`src/rtl/sys_cfg_pkg.sv`:
```
// ---------------------------------------------------------------------------
// sys_cfg_pkg
//   Shared types and constants for the double-buffered system-config bank.
//   - pi_bus_t    : PI bus bundle as seen by the cfg bank (act, we, addr, dato,
//                   map.ce_cfg)
//   - CFG_CTRL_*  : offsets within the control page
//   - CTRL_BIT_*  : command bits of control register 0
//   - STAT_BIT_*  : bit positions inside the STATUS byte
//   - cmt_state_t : commit FSM states
// ---------------------------------------------------------------------------
package sys_cfg_pkg;

  // Wide enough for the largest bank (256 regs + ctrl page select bit).
  localparam int PI_AW = 9;
  localparam int PI_DW = 8;

  typedef struct packed {
    logic ce_cfg;
  } pi_map_t;

  typedef struct packed {
    logic             act;
    logic             we;
    logic [PI_AW-1:0] addr;
    logic [PI_DW-1:0] dato;
    pi_map_t          map;
  } pi_bus_t;

  // Control page offsets (addr[1:0] when addr[AW] = 1)
  localparam logic [1:0] CFG_CTRL_CMD    = 2'd0;
  localparam logic [1:0] CFG_CTRL_STATUS = 2'd1;
  localparam logic [1:0] CFG_CTRL_CSUM   = 2'd2;
  localparam logic [1:0] CFG_CTRL_INFO   = 2'd3;

  // Command register bits
  localparam int CTRL_BIT_COMMIT  = 0;
  localparam int CTRL_BIT_DISCARD = 1;
  localparam int CTRL_BIT_FORCE   = 2;

  // STATUS register bits
  localparam int STAT_BIT_DIRTY = 0;
  localparam int STAT_BIT_PEND  = 1;
  localparam int STAT_BIT_BUSY  = 2;

  typedef enum logic [1:0] {
    IDLE = 2'd0,
    PEND = 2'd1,
    COPY = 2'd2
  } cmt_state_t;

  function automatic logic [7:0] status_byte(input logic busy,
                                             input logic pend,
                                             input logic dirty);
    logic [7:0] s;
    s                 = '0;
    s[STAT_BIT_DIRTY] = dirty;
    s[STAT_BIT_PEND]  = pend;
    s[STAT_BIT_BUSY]  = busy;
    return s;
  endfunction

endpackage

```
`src/rtl/cfg_csum_walk.sv`:
```
// ---------------------------------------------------------------------------
// cfg_csum_walk
//   Walks the active register file one entry per cycle after a commit and
//   produces the modulo-2^DW sum of all entries.
//   Ports:
//     clk, rst   : clock, async active-high reset
//     i_start    : pulse; (re)starts the walk from reg 0
//     i_data     : active register value selected by o_idx
//     o_idx      : index of the register currently being summed
//     o_busy     : high while the walk is in progress (REG_NUM cycles)
//     o_csum     : last completed checksum
// ---------------------------------------------------------------------------
module cfg_csum_walk #(
  parameter int REG_NUM = 16,
  parameter int DW      = 8
) (
  input  logic                       clk,
  input  logic                       rst,
  input  logic                       i_start,
  input  logic [DW-1:0]              i_data,
  output logic [$clog2(REG_NUM)-1:0] o_idx,
  output logic                       o_busy,
  output logic [DW-1:0]              o_csum
);

  localparam int AW = $clog2(REG_NUM);

  logic [AW-1:0] r_idx;
  logic [DW-1:0] r_acc;
  logic          r_busy;
  logic [DW-1:0] r_csum;

  always_ff @(posedge clk or posedge rst) begin
    if (rst) begin
      r_idx  <= '0;
      r_acc  <= '0;
      r_busy <= 1'b0;
      r_csum <= '0;
    end else if (i_start) begin
      // A fresh commit invalidates any walk in progress.
      r_idx  <= '0;
      r_acc  <= '0;
      r_busy <= 1'b1;
    end else if (r_busy) begin
      r_acc <= r_acc + i_data;
      r_idx <= r_idx + 1'b1;
      if (r_idx == AW'(REG_NUM - 1)) begin
        r_busy <= 1'b0;
        r_csum <= r_acc + i_data;
      end
    end
  end

  assign o_idx  = r_idx;
  assign o_busy = r_busy;
  assign o_csum = r_csum;

endmodule

```
`src/rtl/sys_cfg_bank.sv`:
```
// ---------------------------------------------------------------------------
// sys_cfg_bank
//   Double-buffered system-config register bank. PI writes land in shadow
//   registers; a commit copies every shadow register into the active set in
//   one cycle so the mapper logic never sees a half-updated configuration.
//   Optional feature macro: CFG_CSUM_EN (post-commit checksum walker).
//   Ports:
//     clk, rst     : clock, async active-high reset
//     i_pi         : PI bus (act, we, addr, dato, map.ce_cfg)
//     i_safe_pt    : strobe from the mapper side, safe to swap config
//     o_pi_di      : registered readback data (1-cycle latency)
//     o_cfg_act    : active registers, reg i at [i*DW +: DW]
//     o_cfg_upd    : 1-cycle pulse on the cycle the active registers change
//     o_cmt_pend   : commit requested and not yet finished
// ---------------------------------------------------------------------------
module sys_cfg_bank
  import sys_cfg_pkg::*;
#(
  parameter int REG_NUM = 16,
  parameter int DW      = 8,
  parameter int TMO_CYC = 4096
) (
  input  logic                  clk,
  input  logic                  rst,
  input  pi_bus_t               i_pi,
  input  logic                  i_safe_pt,
  output logic [DW-1:0]         o_pi_di,
  output logic [REG_NUM*DW-1:0] o_cfg_act,
  output logic                  o_cfg_upd,
  output logic                  o_cmt_pend
);

  localparam int AW = $clog2(REG_NUM);
  localparam int CW = (TMO_CYC > 1) ? $clog2(TMO_CYC) : 1;

  // Write capture stage
  logic          r_we_st;
  logic [AW:0]   r_addr_st;
  logic [DW-1:0] r_dat_st;

  logic [DW-1:0] r_shadow [REG_NUM];
  logic [DW-1:0] r_active [REG_NUM];

  cmt_state_t    r_state;
  logic [CW-1:0] r_tmo_cnt;
  logic          r_dirty;
  logic          r_cfg_upd;
  logic [DW-1:0] r_pi_di;

  logic          w_sh_wr;
  logic          w_ctrl_cmd;
  logic          w_commit;
  logic          w_discard;
  logic          w_force;
  logic          w_tmo;
  logic          w_csum_busy;
  logic [DW-1:0] w_csum;
  logic [DW-1:0] w_rd_data;
  logic          w_unused_pi;

  // Only addr[AW:0] is decoded; the rest of the bundle is consumed here.
  assign w_unused_pi = ^i_pi;

  always_ff @(posedge clk or posedge rst) begin
    if (rst) begin
      r_we_st   <= 1'b0;
      r_addr_st <= '0;
      r_dat_st  <= '0;
    end else begin
      r_we_st   <= i_pi.act & i_pi.we & i_pi.map.ce_cfg;
      r_addr_st <= i_pi.addr[AW:0];
      r_dat_st  <= DW'(i_pi.dato);
    end
  end

  assign w_sh_wr    = r_we_st & ~r_addr_st[AW];
  assign w_ctrl_cmd = r_we_st & r_addr_st[AW] & (r_addr_st[1:0] == CFG_CTRL_CMD);
  assign w_commit   = w_ctrl_cmd & r_dat_st[CTRL_BIT_COMMIT];
  assign w_discard  = w_ctrl_cmd & r_dat_st[CTRL_BIT_DISCARD];
  assign w_force    = w_ctrl_cmd & r_dat_st[CTRL_BIT_FORCE];

  generate
    if (TMO_CYC > 0) begin : g_tmo
      assign w_tmo = (r_tmo_cnt == CW'(TMO_CYC - 1));
    end else begin : g_no_tmo
      assign w_tmo = 1'b0;
    end
  endgenerate

  // Commit FSM plus shadow/active storage. The copy into active happens on
  // the edge that enters COPY, so the COPY cycle is the one where the new
  // values are visible and cfg_upd is high. A shadow write acting in that
  // same cycle lands afterwards and re-marks the bank dirty.
  always_ff @(posedge clk or posedge rst) begin
    if (rst) begin
      r_state   <= IDLE;
      r_tmo_cnt <= '0;
      r_dirty   <= 1'b0;
      r_cfg_upd <= 1'b0;
      for (int i = 0; i < REG_NUM; i++) begin
        r_shadow[i] <= '0;
        r_active[i] <= '0;
      end
    end else begin
      r_cfg_upd <= 1'b0;
      case (r_state)
        IDLE: begin
          if (w_discard) begin
            for (int i = 0; i < REG_NUM; i++) r_shadow[i] <= r_active[i];
            r_dirty <= 1'b0;
          end else if (w_force) begin
            for (int i = 0; i < REG_NUM; i++) r_active[i] <= r_shadow[i];
            r_dirty   <= 1'b0;
            r_cfg_upd <= 1'b1;
            r_state   <= COPY;
          end else if (w_commit) begin
            // safe_pt in this cycle is deliberately not honoured yet.
            r_tmo_cnt <= '0;
            r_state   <= PEND;
          end
        end
        PEND: begin
          if (w_discard) begin
            for (int i = 0; i < REG_NUM; i++) r_shadow[i] <= r_active[i];
            r_dirty <= 1'b0;
            r_state <= IDLE;
          end else if (i_safe_pt | w_force | w_tmo) begin
            for (int i = 0; i < REG_NUM; i++) r_active[i] <= r_shadow[i];
            r_dirty   <= 1'b0;
            r_cfg_upd <= 1'b1;
            r_state   <= COPY;
          end else begin
            r_tmo_cnt <= r_tmo_cnt + 1'b1;
          end
        end
        COPY: begin
          r_state <= IDLE;
        end
        default: begin
          r_state <= IDLE;
        end
      endcase
      // Placed last so a write coinciding with a copy still leaves dirty set.
      if (w_sh_wr) begin
        r_shadow[r_addr_st[AW-1:0]] <= r_dat_st;
        r_dirty                     <= 1'b1;
      end
    end
  end

`ifdef CFG_CSUM_EN
  logic [AW-1:0] w_walk_idx;

  cfg_csum_walk #(
    .REG_NUM (REG_NUM),
    .DW      (DW)
  ) u_csum_walk (
    .clk     (clk),
    .rst     (rst),
    .i_start (r_cfg_upd),
    .i_data  (r_active[w_walk_idx]),
    .o_idx   (w_walk_idx),
    .o_busy  (w_csum_busy),
    .o_csum  (w_csum)
  );
`else
  assign w_csum_busy = 1'b0;
  assign w_csum      = '0;
`endif

  // Readback decode on the live PI address; shadow page returns shadow.
  always_comb begin
    w_rd_data = '0;
    if (!i_pi.addr[AW]) begin
      w_rd_data = r_shadow[i_pi.addr[AW-1:0]];
    end else begin
      case (i_pi.addr[1:0])
        CFG_CTRL_STATUS: w_rd_data = DW'(status_byte(w_csum_busy, r_state != IDLE, r_dirty));
        CFG_CTRL_CSUM:   w_rd_data = w_csum;
        CFG_CTRL_INFO:   w_rd_data = DW'(REG_NUM - 1);
        default:         w_rd_data = '0;
      endcase
    end
  end

  always_ff @(posedge clk or posedge rst) begin
    if (rst) begin
      r_pi_di <= '0;
    end else begin
      r_pi_di <= w_rd_data;
    end
  end

  generate
    for (genvar gi = 0; gi < REG_NUM; gi++) begin : g_act
      assign o_cfg_act[gi*DW +: DW] = r_active[gi];
    end
  endgenerate

  assign o_pi_di    = r_pi_di;
  assign o_cfg_upd  = r_cfg_upd;
  assign o_cmt_pend = (r_state != IDLE);

endmodule
```
`config.mk`:
```
export PLATFORM = sky130hd
export DESIGN_NAME = sys_cfg_bank
export DESIGN_NICKNAME = d
export VERILOG_FILES = /design/src/rtl/sys_cfg_pkg.sv /design/src/rtl/cfg_csum_walk.sv /design/src/rtl/sys_cfg_bank.sv
export SDC_FILE = /design/constraint.sdc
export NUM_CORES = 1
export LEC_CHECK = 0
export ABC_AREA = 1
export CAP_MARGIN = 25
export CORE_MARGIN = 5
export CORE_UTILIZATION = 57
export CTS_CLUSTER_SIZE = 10
export DETAILED_ROUTE_END_ITERATION = 10
export HOLD_SLACK_MARGIN = 0.03
export PLACE_DENSITY = 0.85
export SETUP_SLACK_MARGIN = 0.1
export SYNTH_ARGS = -nofsm -noshare
export SYNTH_HDL_FRONTEND = slang
export SYNTH_SLANG_ARGS = --single-unit
```
`constraint.sdc`:
```
create_clock -name clk -period 11.9 [get_ports clk]
set_input_delay 2.38 -clock clk [delete_from_list [all_inputs] [get_ports clk]]
set_output_delay 2.38 -clock clk [all_outputs]
set_load 0.01 [all_outputs]
```
## Word-level counts from Yosys, hierarchy flattened

Cells that the tools add are included.

- Register bits: 294
- Input bits: 23
- Output and inout port bits: 138
- Word-level logic and storage cells: 122

- $add $sub $neg: 1
- Order comparisons: 3
- Equality and inequality tests: 15
- Multiplexer cells: 39
- Bitwise operators: 13
- Reduce and logical (&&, ||, !) cells: 11

Operator list:

| kind | number |
|---|---|
| $mux W128 | 7 |
| $pmux W128 S2 | 1 |
| $bwmux W128 | 1 |
| $mux W12 | 5 |
| $bmux W8 S4 | 1 |
| $demux W8 S4 | 1 |
| $mux W8 | 4 |
| $pmux W12 S2 | 1 |
| $ne A2 B2 Y1 const B | 7 |
| $add A12 B1 Y12 const B | 1 |
| $eq A12 B12 Y1 const B | 1 |
| $ge A5 B5 Y1 const B | 2 |
| $mux W2 | 5 |
| $not A4 Y5 | 2 |
| $mux W1 | 9 |
| $and A1 B1 Y1 | 8 |
| $ne A4 B4 Y1 const B | 2 |
| $pmux W4 S2 | 1 |
| $ne A3 B3 Y1 const B | 2 |
| $reduce_and A3 Y1 | 2 |
| $reduce_and A6 Y1 | 1 |
| $lt A5 B1 Y1 const B | 1 |
| $reduce_and A5 Y1 | 1 |
| $eq A2 B1 Y1 const B | 2 |
| other kinds (10) | 14 |

## Depth between registers and ports, before layout

Gate-level depths: netlist of the first run.

- Depth in word-level cells: 9
- Mapped depth: 11
- Gate-level depth less buffers: 10

## Worst setup path before layout of the first run

No wires, ideal clock.

- Kind: input-to-reg
- From: input port i_pi[9] (netlist bit)
- To: register r_pi_di[3] (netlist: o_pi_di[3])
- Setup time: 117 ps
- Arrival: 3,309 ps
- Data required time: 11,783 ps
- Setup slack: 8,474 ps
- Cell stages on the path: 10
- Buffers on the path: 2
- Path through: buf_2 > inv_1 > clkbuf_1 > nand2_1 > nand3_1 > nand3_1 > nand2_1 > nand2_1 > nand3_1 > nand2_1

- Word-level cells in the longest chain between the ends: 5
- Elaborated cells between the ends (all ways): 8
- Classes of those cells: 2 x eq/ne; 5 x mux; 1 x bitwise

RTL lines:

| element | line | source |
|---|---|---|
| start, declared | sys_cfg_bank.sv:25 | `input pi_bus_t i_pi,` |
| $not A4 Y5 (not written as such) | sys_cfg_bank.sv:175 | `w_rd_data = r_shadow[i_pi.addr[AW-1:0]];` |
| $bmux W8 S4 | sys_cfg_bank.sv:175 |  |
| $mux W8 (not written as such) (2 in a row) | sys_cfg_bank.sv:175 |  |
| $mux W8 * | sys_cfg_bank.sv:174 | `if (!i_pi.addr[AW]) begin` |
| via w_rd_data[3] | sys_cfg_bank.sv:58 | `logic [DW-1:0] w_rd_data;` |
| end signal, assigned | sys_cfg_bank.sv:190 | `r_pi_di <= w_rd_data;` |
| end, declared | sys_cfg_bank.sv:48 | `logic [DW-1:0] r_pi_di;` |

Mark *: on every way through the listed nets, which the timed path passes. The rest lies on a longest branch. The select of a mux whose other input is x is not followed.
A chain may end at the register's enable or synchronous reset.

## Worst setup path in the final report of the first run

- From: input port i_pi[10] (netlist bit)
- To: register r_pi_di[0] (netlist: o_pi_di[0])

The elaborated chain is that of the path after synthesis.

==> results of run 1 <==
==> report_power, final <==
part           internal [mW]  leakage (nW)  total (mW)  switching [mW]
clock network          0.539         0.463       0.933           0.394
registers               1.23          3.90        1.41           0.187
logic                  0.401          3.57       0.882           0.481
==> layer usage <==
metal  wire [µm]  part of all wire
met1       16000              0.39
met4        2100             0.051
met3        4120              0.10
met5           0                 0
met2       18600              0.45
==> cell type report <==
cell class              instances  share of cell area
clock inverters                 3             0.00183
multi-input cells            1124               0.317
clock buffers                  39              0.0555
well taps                     324              0.0247
flip-flops and latches        294               0.447
inverters                     207              0.0477
repair buffers                171               0.106
==> cells by family (layout without fill, tap and decap cells) <==
| group | after synthesis | count (layout) |
|---|---|---|
| compound gates | 414 | 414 |
| simple gates | 709 | 709 |
| fa+ha+maj | 1 | 1 |
| flops | 294 | 294 |
| buf+inv | 311 | 420 |
==> worst paths after layout <==
kind	end	startpoint	depth (start not counted)	slack, ns
max in group asynchronous	r_shadow[124]$_DFF_PP0_	rst	4	7.94
min reg2reg	r_shadow[93]$_DFF_PP0_	r_dat_st[5]$_DFF_PP0_	2	0.49
min	r_shadow[93]$_DFF_PP0_	r_dat_st[5]$_DFF_PP0_	2	0.49
min in group asynchronous	o_cfg_act[45]$_DFFE_PP0P_	rst	2	2.13
max	o_pi_di[0]$_DFF_PP0_	i_pi[10]	9	7.21
max reg2reg	o_cfg_act[18]$_DFFE_PP0P_	r_tmo_cnt[0]$_DFFE_PP0P_	10	8.76
==> registers in the layout (all words and copies together) (netlist names) <==
register / flops
r_dirty: 1
r_tmo_cnt: 12
r_state: 2
r_shadow: 128
r_dat_st: 8
o_cfg_act: 128
o_cfg_upd: 1
r_we_st: 1
o_pi_di: 8
r_addr_st: 5
==> synthesized netlist by cell type (all sizes together) <==
cell | instances | area, µm²
nand4 | 1 | 6.26
a21oi | 26 | 130
nand3 | 115 | 581
o21a | 1 | 7.51
a31oi | 1 | 6.26
a22oi | 4 | 30.0
dfrtp | 294 | 7360
clkinv | 3 | 11.3
nand3b | 1 | 7.51
o21ai | 330 | 1800
clkbuf | 41 | 154
o22ai | 30 | 188
and3 | 1 | 6.26
buf | 63 | 473
inv | 204 | 766
nand2 | 524 | 1970
o211ai | 22 | 165
nor3 | 4 | 20.0
nor2 | 63 | 262
ha | 1 | 12.5
==> critical path: stages <==
cell	delay, ns
clkdlybuf4s50_1	0.46
buf_4	0.53
inv_1	0.66
o211ai_1	0.38
nand3_1	0.14
nand2_1	0.10
nand2_1	0.11
nand3_1	0.13
nand2_1	0.12
==> layout by cell type, fill, tap and decap left out, types with 2 or more instances in the layout <==
cell               n
o211ai_1          22
a22oi_1            4
o22ai_1           30
buf_16             4
o21ai_1           58
nor3_1             4
nand3_1          114
inv_1            200
o21ai_2           40
clkdlybuf4s50_1  155
clkinv_1           3
inv_2              3
nor2_1            57
buf_4             11
clkbuf_1           3
nand2_1          523
nor2_2             4
dfrtp_1          294
a21oi_1           26
nor2_4             2
o21ai_0          232
clkbuf_16         36
==> flow_summary.ini, run 1 <==
[power]
power.density_nw_per_um2 = 196
power_leakage_nw = 7.93
power.total_mw = 3.23
peakVddDrop_mv = 0.150

[yosys]
synth-simple-area-share = 0.204
ys.warnings.count = 0
seq_area_frac_synth = 0.527
yosys-mux-area-fraction = 0
synth_area_um2 = 14000
syn_nets = 1753
synthAdderAreaFrac = 0.000897
netlist_instances = 1729
syn_area_per_cell_um2 = 8.07
synth_top_family_by_area = simple AND/OR/NAND/NOR gates
synth_seq_cells = 294
synth_compound_area_frac = 0.167
yosysUniqueCellTypes = 30
synthXorXnorAreaFrac = 0

[place]
post_dp_cell_area_um2 = 15400
place_hpwl_um = 25400
pre_cts_ws_ns = 6.67
dp_cells = 2115
place.gp.congestion = 0.889
portBuffers = 156

[sta]
fin_crit_ns = 4.69
layout_setup_ws_ns = 7.21
worst_hold_slack_ns = 0.489
drv_slew = 0
rsz0062_at_grt = no
finalHoldViolCount = 0
relSlewSlack = 0.337
period_share = 0.394
fin_skew_ns = 0.0258
worstMarginPinSlew_ns = 0.993
finalSetupTns_ns = 0
fmax_ghz = 0.213
setup_viol = 0

[layout]
drive_gt1_frac = 0.0582
n_antenna_cell = 0
syn2layout_area_growth_pct = 17.9
n_fill_cell = 1934
final_nets = 1857
multi_input_area_um2 = 5210
seq_area_um2 = 7360
design_area_um2 = 16400
final_core_util = 0.678
final_cells = 2162

[worst_setup_path]
worstPathRequired_ns = 12.26
worstSetupStartpointType = input pin
criticalPathCategory = input pin to flop
arrival_ns = 5.04
cp_max_fo = 47
crit_path_end_kind = flop

[die]
die_x_um = 166
ioPinCount = 161
num_rows = 57
die_area_um2 = 27700
initial_core_util = 0.575
core_area_um2 = 24200
dieHeight_um = 166

[clock_network]
root_buffer = clkbuf_16
cts_setup_buffers = 0
clk_path_buf_depth = 3
cts_buffers = 35
postCtsHoldBufs = 0
htree_levels = 2
cts.clk_slew.worst_paths_ns = 0.06
cts_resized = 0
cts_tree = done
clock-sinks = 294
worst_skew_pair.late_latency_ns = 0.52

[hold_path]
hold_path_class = flop to flop

[detailed_routing]
route.detailed.drc = 0
ant_nets = 0
drt_iter0_markers = 1420
dr.pass1.iters = 6
vias = 12535
wl_um = 40800
avgRoutedWirePerCell_um = 18.9
via_per_inst = 5.80

[flow_run]
max_cap_viol_count = 0

[grt]
grt_pass1_vias = 12145
use_met3 = 0.0623
grt_util_met1 = 0.389
grt_use_total = 0.287
grt_overflow_total = 0
antenna_found_initial = 0
grt_pass1_wl_um = 64400
busiest_layer = met2
grt_max_degree = 156
grt_use_met2 = 0.440

[run_status]
status = complete, no violations
Power figures use the tool's default switching activity.
==> run 2, diff against run 1 <==
==> constraint.sdc (replaced) <==
create_clock -name clk -period 4.7 [get_ports clk]
set_input_delay 0.94 -clock clk [delete_from_list [all_inputs] [get_ports clk]]
set_output_delay 0.94 -clock clk [all_outputs]
set_load 0.01 [all_outputs]
==> flow_summary.ini, run 2 (synthesis gave the netlist of run 1 again) <==
[sta]
relSlewSlack = 0.254
rsz0062_at_grt = no
fin_crit_ns = 2.98
fin_skew_ns = 0.0202
finalHoldViolCount = 0
layout_setup_ws_ns = 1.72
setup_viol = 0
fmax_ghz = 0.335
period_share = 0.634
drv_slew = 0
worstMarginPinSlew_ns = 1.12

[worst_setup_path]
criticalPathCategory = flop to flop
r2r_start = r_dat_st[1]$_DFF_PP0_
crit_family = buffers and inverters
cp_max_fo = 88
slowest_delay_ns = 0.77
critPathSlowestCell = buf_4
ff2ff_setup_slack_ns = 1.72
reg2regPathDepth = 7
r2r_end = r_shadow[31]$_DFF_PP0_
worstSetupStartpointType = flop
cp_num_buf_inv = 3
worstPathRequired_ns = 5.09
path_cells = nand3_2 -> nor2_4 -> buf_4 -> buf_4 -> o21ai_0 -> o21ai_0 -> inv_1
crit_path_end_kind = flop
arrival_ns = 3.37

[detailed_routing]
vias = 12530
wl_um = 39800
dr.pass1.iters = 6
route.detailed.drc = 0
ant_nets = 0
avgRoutedWirePerCell_um = 18.4
via_per_inst = 5.81
drt_iter0_markers = 1555

[clock_network]
worst_skew_pair.late_latency_ns = 0.51
clock-sinks = 294
cts.clk_slew.worst_paths_ns = 0.06
cts_resized = 0
clk_path_buf_depth = 3
root_buffer = clkbuf_16
postCtsHoldBufs = 0
htree_levels = 2
cts_tree = done
cts_setup_buffers = 0
cts_buffers = 35

[die]
core_area_um2 = 24200
die_area_um2 = 27700
ioPinCount = 161
initial_core_util = 0.575
dieHeight_um = 166
num_rows = 57
die_x_um = 166

[hold_path]
hp-start = r_tmo_cnt[11]$_DFFE_PP0P_
hold_path_class = flop to flop
min_path_cells = 2
hold-path-endpoint = r_tmo_cnt[11]$_DFFE_PP0P_

[layout]
final_nets = 1854
n_fill_cell = 1924
final_cells = 2157
syn2layout_area_growth_pct = 17.2
layout_common_cells = nand2_1, dfrtp_1, o21ai_0
n_antenna_cell = 0
drive_gt1_frac = 0.0556
layout_commonest_cell = nand2_1

[power]
pwr-share-seq = 0.443
power_leakage_nw = 7.88
switching_power_mw = 2.64
combPwrFrac = 0.274
pwr-share-clk = 0.283
peakVddDrop_mv = 0.339
p_int_mw = 5.43
switching_share = 0.327
power.density_nw_per_um2 = 494

[grt]
grt_max_degree = 138
grt_pass1_vias = 11928
grt_pass1_wl_um = 62800
antenna_found_initial = 0
grt_overflow_total = 0
grt_use_total = 0.280

[place]
portBuffers = 156
place.gp.congestion = 0.869
place_hpwl_um = 25600
pre_cts_ws_ns = 1.53
dp_cells = 2117

[run_status]
status = complete, no violations

[flow_run]
max_cap_viol_count = 0
## run 2: cell types whose count changed in the layout (fill, tap and decap cells not counted)
cell,delta
inv_8,-1
clkbuf_16,-1
clkinv_8,-1
buf_12,+4
buf_16,-4
buf_4,-3
clkinvlp_4,+1
## run 2: worst reg2reg max path, stage by stage (launching register included)
cell	delay (ns)
dfrtp_1	0.56
nand3_2	0.17
nor2_4	0.13
buf_4	0.62
buf_4	0.84
o21ai_0	0.25
o21ai_0	0.23
inv_1	0.06
## run 2: routing by layer
| layer | global-route usage | vias up | wire length (µm) |
|---|---|---|---|
| li1 | - | 5727 | - |
| met1 | 0.386 | 5959 | 15700 |
| met2 | 0.437 | 716 | 18100 |
| met3 | 0.0552 | 128 | 4120 |
| met4 | 0.123 | 0 | 1920 |
| met5 | 0 | - | 0 |
## run 2: final cells by class
type | instances | area, µm² | area share
Clock buffer | 38 | 887 | 0.0543
Inverter | 207 | 781 | 0.0478
Clock inverter | 2 | 13.8 | 0.000842
Timing Repair Buffer | 168 | 1700 | 0.104
Multi-Input combinational cell | 1124 | 5210 | 0.318
Tap cell | 324 | 405 | 0.0248
Sequential cell | 294 | 7360 | 0.450
## run 2: worst max path at each step
stage | startpoint | endpoint | slack (ns) | depth (start not counted)
floorplan | rst | o_cfg_act[0]$_DFFE_PP0P_ | -0.14 | 1
global placement | i_pi[11] | o_pi_di[5]$_DFF_PP0_ | 1.51 | 5
detailed placement | i_pi[11] | o_pi_di[5]$_DFF_PP0_ | 1.53 | 5
CTS | r_addr_st[1]$_DFF_PP0_ | r_shadow[31]$_DFF_PP0_ | 1.83 | 8
global route | r_addr_st[1]$_DFF_PP0_ | r_shadow[3]$_DFF_PP0_ | 1.58 | 8
finish | r_dat_st[1]$_DFF_PP0_ | r_shadow[31]$_DFF_PP0_ | 1.72 | 7
## run 2: stage by stage
stage	setup TNS [ns]	area (µm²)	power (mW)	util	hold slack, ns
after global routing	0	16300	8.47	0.674	0.519
after floorplan	-42.08	14000	4.72	-	0.453
after global placement	0	15400	5.69	0.637	0.476
final	0	16300	8.07	0.674	0.494
after detailed placement	0	15400	5.79	0.637	0.483
after CTS	0	16300	8.08	0.674	0.497
## run 2: power by group through the flow
stage                     logic, mW  clock network [mW]  registers [mW]
after floorplan                1.10                   0            3.61
after global placement         2.13                   0            3.57
after detailed placement       2.20                   0            3.59
after CTS                      2.22                2.30            3.56
after global routing           2.44                2.40            3.63
final                          2.21                2.29            3.58
